===== src/rtl/wb_cmd_master.sv =====
// wb_cmd_master: Wishbone classic single-transfer master.
// Commands arrive on a valid/ready stream (cmd_*), are buffered in a small
// FIFO and executed one Wishbone cycle at a time (wb_m2s_* / wb_s2m_*).
// Each command produces exactly one response on a valid/ready stream (rsp_*),
// in command order. A cycle that sees no ack for TIMEOUT_CYCLES clocks is
// aborted and reported with rsp_err = 1.
// Ports:
//   wb_clk, wb_rst_n          clock, async active-low reset
//   cmd_valid/ready/we/adr/dat/sel   command stream in
//   rsp_valid/ready/dat/we/err       response stream out
//   wb_m2s_adr/dat/sel/we/cyc/stb    Wishbone master outputs
//   wb_s2m_dat/ack                   Wishbone slave returns
//   busy, fifo_level                 status

package wb_cmd_master_pkg;

  // One queued command, also the payload driven onto wb_m2s_*.
  typedef struct packed {
    logic        we;
    logic [31:0] adr;
    logic [31:0] dat;
    logic [3:0]  sel;
  } wb_cmd_t;

  // One response payload.
  typedef struct packed {
    logic        we;
    logic        err;
    logic [31:0] dat;
  } wb_rsp_t;

endpackage

module wb_cmd_master
  import wb_cmd_master_pkg::*;
#(
  parameter int unsigned CMD_DEPTH      = 4,
  parameter int unsigned TIMEOUT_CYCLES = 255,
  parameter int unsigned TO_WIDTH       = 8
) (
  input  logic                           wb_clk,
  input  logic                           wb_rst_n,
  input  logic                           cmd_valid,
  output logic                           cmd_ready,
  input  logic                           cmd_we,
  input  logic [31:0]                    cmd_adr,
  input  logic [31:0]                    cmd_dat,
  input  logic [3:0]                     cmd_sel,
  output logic                           rsp_valid,
  input  logic                           rsp_ready,
  output logic [31:0]                    rsp_dat,
  output logic                           rsp_we,
  output logic                           rsp_err,
  output logic [31:0]                    wb_m2s_adr,
  output logic [31:0]                    wb_m2s_dat,
  output logic [3:0]                     wb_m2s_sel,
  output logic                           wb_m2s_we,
  output logic                           wb_m2s_cyc,
  output logic                           wb_m2s_stb,
  input  logic [31:0]                    wb_s2m_dat,
  input  logic                           wb_s2m_ack,
  output logic                           busy,
  output logic [$clog2(CMD_DEPTH):0]     fifo_level
);

  localparam int unsigned PTR_W = $clog2(CMD_DEPTH);
  localparam int unsigned LVL_W = PTR_W + 1;
  localparam logic [LVL_W-1:0]    FULL_LVL = LVL_W'(CMD_DEPTH);
  localparam logic [TO_WIDTH-1:0] TO_LAST  = TO_WIDTH'(TIMEOUT_CYCLES - 1);

  typedef enum logic [1:0] {
    S_IDLE = 2'd0,
    S_BUS  = 2'd1,
    S_RSP  = 2'd2
  } state_t;

  wb_cmd_t              mem [CMD_DEPTH];
  wb_cmd_t              in_cmd;
  logic [PTR_W-1:0]     wr_ptr_q;
  logic [PTR_W-1:0]     rd_ptr_q;
  logic [LVL_W-1:0]     level_q;
  logic [LVL_W-1:0]     level_d;
  logic                 push;
  logic                 pop;

  state_t               state_q;
  state_t               state_d;
  wb_cmd_t              bus_q;
  wb_cmd_t              bus_d;
  logic                 cyc_q;
  logic                 cyc_d;
  logic [TO_WIDTH-1:0]  to_cnt_q;
  logic [TO_WIDTH-1:0]  to_cnt_d;
  wb_rsp_t              rsp_q;
  wb_rsp_t              rsp_d;
  logic                 rsp_valid_q;
  logic                 rsp_valid_d;
  logic                 ready_q;
  logic                 busy_q;

  assign in_cmd = '{we: cmd_we, adr: cmd_adr, dat: cmd_dat, sel: cmd_sel};

  // cmd_ready is registered, so a push only ever happens into a non-full FIFO.
  assign push = cmd_valid && ready_q;

  // FIFO occupancy after this edge.
  always_comb begin
    level_d = level_q;
    case ({push, pop})
      2'b10:   level_d = level_q + LVL_W'(1);
      2'b01:   level_d = level_q - LVL_W'(1);
      default: level_d = level_q;
    endcase
  end

  // Command storage; contents need no reset since level gates every read.
  always_ff @(posedge wb_clk) begin
    if (push) begin
      mem[wr_ptr_q] <= in_cmd;
    end
  end

  // FIFO pointers and status; pointers wrap naturally at CMD_DEPTH.
  always_ff @(posedge wb_clk or negedge wb_rst_n) begin
    if (!wb_rst_n) begin
      wr_ptr_q <= '0;
      rd_ptr_q <= '0;
      level_q  <= '0;
      ready_q  <= 1'b0;
      busy_q   <= 1'b0;
    end else begin
      if (push) begin
        wr_ptr_q <= wr_ptr_q + PTR_W'(1);
      end
      if (pop) begin
        rd_ptr_q <= rd_ptr_q + PTR_W'(1);
      end
      level_q <= level_d;
      ready_q <= (level_d != FULL_LVL);
      busy_q  <= (level_d != '0) || (state_d != S_IDLE);
    end
  end

  // FSM state register.
  always_ff @(posedge wb_clk or negedge wb_rst_n) begin
    if (!wb_rst_n) begin
      state_q <= S_IDLE;
    end else begin
      state_q <= state_d;
    end
  end

  // Next state, bus payload, timeout counter and response.
  always_comb begin
    state_d     = state_q;
    bus_d       = bus_q;
    cyc_d       = cyc_q;
    to_cnt_d    = to_cnt_q;
    rsp_d       = rsp_q;
    rsp_valid_d = rsp_valid_q;
    pop         = 1'b0;
    case (state_q)
      S_IDLE: begin
        if (level_q != '0) begin
          pop      = 1'b1;
          bus_d    = mem[rd_ptr_q];
          cyc_d    = 1'b1;
          to_cnt_d = '0;
          state_d  = S_BUS;
        end
      end
      S_BUS: begin
        // Ack is checked first so it wins over a timeout on the same edge.
        if (wb_s2m_ack) begin
          cyc_d       = 1'b0;
          rsp_d.we    = bus_q.we;
          rsp_d.err   = 1'b0;
          rsp_d.dat   = bus_q.we ? 32'h0 : wb_s2m_dat;
          rsp_valid_d = 1'b1;
          state_d     = S_RSP;
        end else if (to_cnt_q == TO_LAST) begin
          cyc_d       = 1'b0;
          rsp_d.we    = bus_q.we;
          rsp_d.err   = 1'b1;
          rsp_d.dat   = 32'h0;
          rsp_valid_d = 1'b1;
          state_d     = S_RSP;
        end else begin
          to_cnt_d = to_cnt_q + TO_WIDTH'(1);
        end
      end
      S_RSP: begin
        if (rsp_ready) begin
          rsp_valid_d = 1'b0;
          state_d     = S_IDLE;
        end
      end
      default: begin
        state_d = S_IDLE;
      end
    endcase
  end

  // Registered Wishbone and response outputs.
  always_ff @(posedge wb_clk or negedge wb_rst_n) begin
    if (!wb_rst_n) begin
      bus_q       <= '0;
      cyc_q       <= 1'b0;
      to_cnt_q    <= '0;
      rsp_q       <= '0;
      rsp_valid_q <= 1'b0;
    end else begin
      bus_q       <= bus_d;
      cyc_q       <= cyc_d;
      to_cnt_q    <= to_cnt_d;
      rsp_q       <= rsp_d;
      rsp_valid_q <= rsp_valid_d;
    end
  end

  assign cmd_ready  = ready_q;
  assign fifo_level = level_q;
  assign busy       = busy_q;

  assign wb_m2s_adr = bus_q.adr;
  assign wb_m2s_dat = bus_q.dat;
  assign wb_m2s_sel = bus_q.sel;
  assign wb_m2s_we  = bus_q.we;
  assign wb_m2s_cyc = cyc_q;
  assign wb_m2s_stb = cyc_q;

  assign rsp_valid  = rsp_valid_q;
  assign rsp_dat    = rsp_q.dat;
  assign rsp_we     = rsp_q.we;
  assign rsp_err    = rsp_q.err;

endmodule


===== config.mk =====
export PLATFORM = sky130hd
export DESIGN_NAME = wb_cmd_master
export DESIGN_NICKNAME = d
export VERILOG_FILES = /design/src/rtl/wb_cmd_master.sv
export SDC_FILE = /design/constraint.sdc
export NUM_CORES = 1
export LEC_CHECK = 0
export BUFFER_PORTS_ARGS = -buffer_cell sky130_fd_sc_hd__buf_2
export CAP_MARGIN = 5
export CORE_UTILIZATION = 30
export CTS_BUF_LIST = sky130_fd_sc_hd__clkbuf_4 sky130_fd_sc_hd__clkbuf_8
export CTS_CLUSTER_DIAMETER = 120
export DETAILED_ROUTE_END_ITERATION = 7
export PLACE_DENSITY = 0.5
export SLEW_MARGIN = 25
export SYNTH_ARGS = -nofsm -noshare
export SYNTH_HDL_FRONTEND = slang
export SYNTH_SLANG_ARGS = --single-unit

===== constraint.sdc =====
create_clock -name wb_clk -period 8.4 [get_ports wb_clk]
set_clock_uncertainty 0.15 [all_clocks]
set_input_delay 1.68 -clock wb_clk [delete_from_list [all_inputs] [get_ports wb_clk]]
set_output_delay 1.68 -clock wb_clk [all_outputs]
set_load 0.05 [all_outputs]

==> results.py <==
metrics = {
    "timing": {
        "slew_violations": 0,
        "fin_crit_ns": 3.457,
        "worstMarginPinSlew_ns": 0.9926,
        "max_freq_mhz": 289.3,
        "setup_tns_ns": 0,
        "slew_headroom_pct": 33.83,
        "fin_hold_ws_ns": 0.3159,
        "rsz0062_at_grt": "no",
        "finalSetupViolCount": 0,
        "hold_viol": 0,
        "period_share_pct": 41.16,
    },
    "routing": {
        "vias": 8019,
        "viasPerCell": 4.438,
        "first_iter_violations": 406,
        "wirelength_um": 33290,
        "wl_per_cell_um": 18.42,
        "ant_nets": 0,
        "drc": 0,
        "dr.pass1.iters": 6,
    },
    "synthesis": {
        "synthMuxAreaShare_pct": 10.85,
        "synth_ff_type": "edfxtp_1",
        "ys_ff_latch": 400,
        "synthArstFlopShare_pct": 31.00,
        "synth.avg_cell_area_um2": 17.98,
        "synth-simple-area-share_pct": 6.664,
        "yosys_warnings": 0,
        "syn_inst": 824,
        "synth.distinct_cells": 44,
        "synth_edf_count": 276,
        "synthAdderAreaFrac_pct": 0.7264,
        "synth_compound_area_share_pct": 2.880,
        "synth_top_family_by_area": "multiplexers",
        "syn-cell-area_mm2": 0.01481,
        "synth_nets": 938,
        "seq_area_frac_synth_pct": 76.90,
        "synthXorXnorAreaFrac_pct": 0.3548,
    },
    "clocking": {
        "clk_pin_slew_ns": 0.06,
        "cts_setup_buffers": 0,
        "cts_buffer_depth": 3,
        "clock-sinks": 400,
        "worstSkewPairLatency_ns": 0.61,
        "hold_buffers": 0,
        "tritoncts": "done",
        "cts-root-buf": "clkbuf_8",
        "cts.repair.resized": 0,
        "cts_inserted_buffers": 72,
        "cts_max_level": 3,
    },
    "final_layout": {
        "area_delta_synth_final_pct": 22.82,
        "final_cell_area_mm2": 0.01819,
        "fin_nets": 1198,
        "drive_gt1_share_pct": 38.48,
        "final_util_pct": 37.24,
        "final_cell_count_no_fill": 1807,
    },
    "run_status": {
        "status": "complete, no violations",
    },
    "worst_setup_path": {
        "required_ns": 8.73,
        "rrSetupSlack_ns": 4.94,
        "r2r-start": "fifo_level[1]",
        "endpoint_kind": "register",
        "crit_type": "reg -> reg",
        "rr_worst_depth": 9,
        "worst_ep_arrival_time_ns": 3.79,
        "worstPathMaxFanout": 80,
        "reg2reg_to": "busy",
        "start_kind": "register",
    },
    "grt": {
        "grt_overflow_total": 0,
        "grt_max_degree": 86,
        "grt_antenna_before_repair": 12,
        "grt_first_pass_wirelength_um": 50510,
        "track_usage_pct": 13.48,
        "grt_pass1_vias": 8408,
    },
    "power_and_ir_drop": {
        "powerDensity_mw_per_mm2": 420.6,
        "p_leak_nw": 7.244,
        "peakVddDrop_mv": 0.2130,
    },
    "hold_path": {
        "min_from": "wb_m2s_dat[29]",
        "whs_path_depth": 2,
        "holdPathEnd": "wb_m2s_dat[29]",
        "hold_class": "reg -> reg",
    },
    "floorplan": {
        "pin_count": 217,
        "fp.dieH_um": 224.2,
        "start_util_pct": 30.32,
        "num_rows": 81,
        "die_area_mm2": 0.05027,
        "fp.dieW_um": 224.2,
        "coreArea_mm2": 0.04885,
    },
    "placed_design": {
        "dp_hpwl_um": 19360,
        "dpl.cell_count": 1674,
        "placed_area_mm2": 0.01661,
        "portBuffers": 216,
        "finalWeightedCongestion": 0.6925,
    },
    "job": {
        "drv_cap": 0,
    },
}
[how the worst max path moves through the flow]
| stage | end | start | slack [ns] | cells after the start |
|---|---|---|---|---|
| floorplan | mem[0][0] | cmd_valid | 4.47 | 1 |
| finish | busy | fifo_level[1] | 4.94 | 9 |
| global route | busy | fifo_level[1] | 4.64 | 9 |
| global placement | busy | cmd_valid | 4.56 | 8 |
| CTS | busy | fifo_level[1] | 4.81 | 9 |
| detailed placement | busy | cmd_valid | 4.53 | 8 |
[layout make-up]
cell class	instances	area [µm²]
diodes	2	5.005
clock buffers	116	1421
clock inverters	15	157.7
fillers	4688	30660
inverters	4	16.27
multi-input cells	380	3202
flip-flops and latches	400	11400
well taps	664	830.8
repair buffers	226	1162
[sequential cells by signal (all words and copies together) (netlist names)]
name        count
busy            1
to_cnt_q        8
cmd_ready       1
mem           276
fifo_level      3
rsp_valid       1
rsp_err         1
wb_m2s_dat     32
wb_m2s_sel      4
wb_m2s_adr     32
wb_m2s_we       1
rsp_we          1
state_q         2
wb_m2s_cyc      1
rd_ptr_q        2
wr_ptr_q        2
rsp_dat        32
[cells in the mapped netlist (2+ instances only)]
| cell | number | area (µm²) |
|---|---|---|
| ha_1 | 7 | 87.58 |
| buf_6 | 3 | 33.78 |
| o21ai_0 | 2 | 10.01 |
| o211ai_1 | 2 | 15.01 |
| dfrtp_1 | 124 | 3103 |
| xnor2_1 | 5 | 43.79 |
| nand3_1 | 2 | 10.01 |
| buf_1 | 7 | 26.28 |
| edfxtp_1 | 276 | 8288 |
| nand2b_1 | 3 | 18.77 |
| buf_2 | 9 | 45.04 |
| nor2_1 | 4 | 15.01 |
| inv_1 | 3 | 11.26 |
| clkbuf_1 | 10 | 37.54 |
| o31ai_1 | 2 | 15.01 |
| buf_4 | 11 | 82.58 |
| nand2_1 | 217 | 814.5 |
| o41ai_1 | 2 | 17.52 |
| and3_1 | 4 | 25.02 |
| mux2_2 | 3 | 33.78 |
| mux4_2 | 69 | 1554 |
| o21a_1 | 2 | 15.01 |
| nor3_1 | 4 | 20.02 |
| a22o_1 | 32 | 280.3 |
| mux2i_1 | 2 | 20.02 |
[cells by family (layout without fill, tap and decap cells)]
family | Yosys count | after routing
AOI/OAI and AO/OA | 48 | 48
xor gates and xnor gates | 6 | 6
adders and majority gates | 8 | 8
buffers and inverters | 44 | 361
DFF | 400 | 400
muxes | 74 | 74
other | 0 | 2
and+or+nand+nor | 244 | 244
[critical path, stage by stage, from the launching register on]
cell	delay [ns]
dfrtp_1	0.43
o31ai_4	0.25
buf_4	0.73
clkinv_2	0.15
ha_1	0.26
fa_1	0.43
mux2_2	0.28
nor2_1	0.17
nand2_1	0.07
or4_1	0.42
[placed cells by master (no fill, tap or decap), drive strengths merged, types with 4 or more instances in the layout]
cell type / instances
clkinv: 9
nor3: 4
clkbuf: 116
buf: 226
dfrtp: 124
ha: 7
a22o: 32
nand2: 218
mux4: 69
xnor2: 5
edfxtp: 276
inv: 4
nor2: 5
and3: 4
[layer usage]
| layer | track usage (%) | part of all wire (%) | up-vias |
|---|---|---|---|
| met2 | 21.38 | 47 | 227 |
| met4 | 5.662 | 2.4 | 18 |
| met3 | 4.533 | 6.6 | 72 |
| met1 | 16.87 | 43 | 4061 |
| met5 | 0 | 0.37 | - |
| li1 | - | - | 3641 |
[report_power, final]
group	total, mW	internal (mW)	switching, mW
clock	1.95	1.16	0.786
sequential	2.97	2.69	0.282
combinational	2.73	0.828	1.90
[through the flow]
| step | power [mW] | worst slack (ns) |
|---|---|---|
| 3_3_place_gp | 5.812 | 4.557 |
| 3_5_place_dp | 5.833 | 4.530 |
| 2_1_floorplan | 5.067 | 4.468 |
| 4_1_cts | 7.836 | 4.811 |
| 6_report | 7.652 | 4.943 |
| 5_1_grt | 8.106 | 4.640 |
Power figures use the tool's default switching activity.
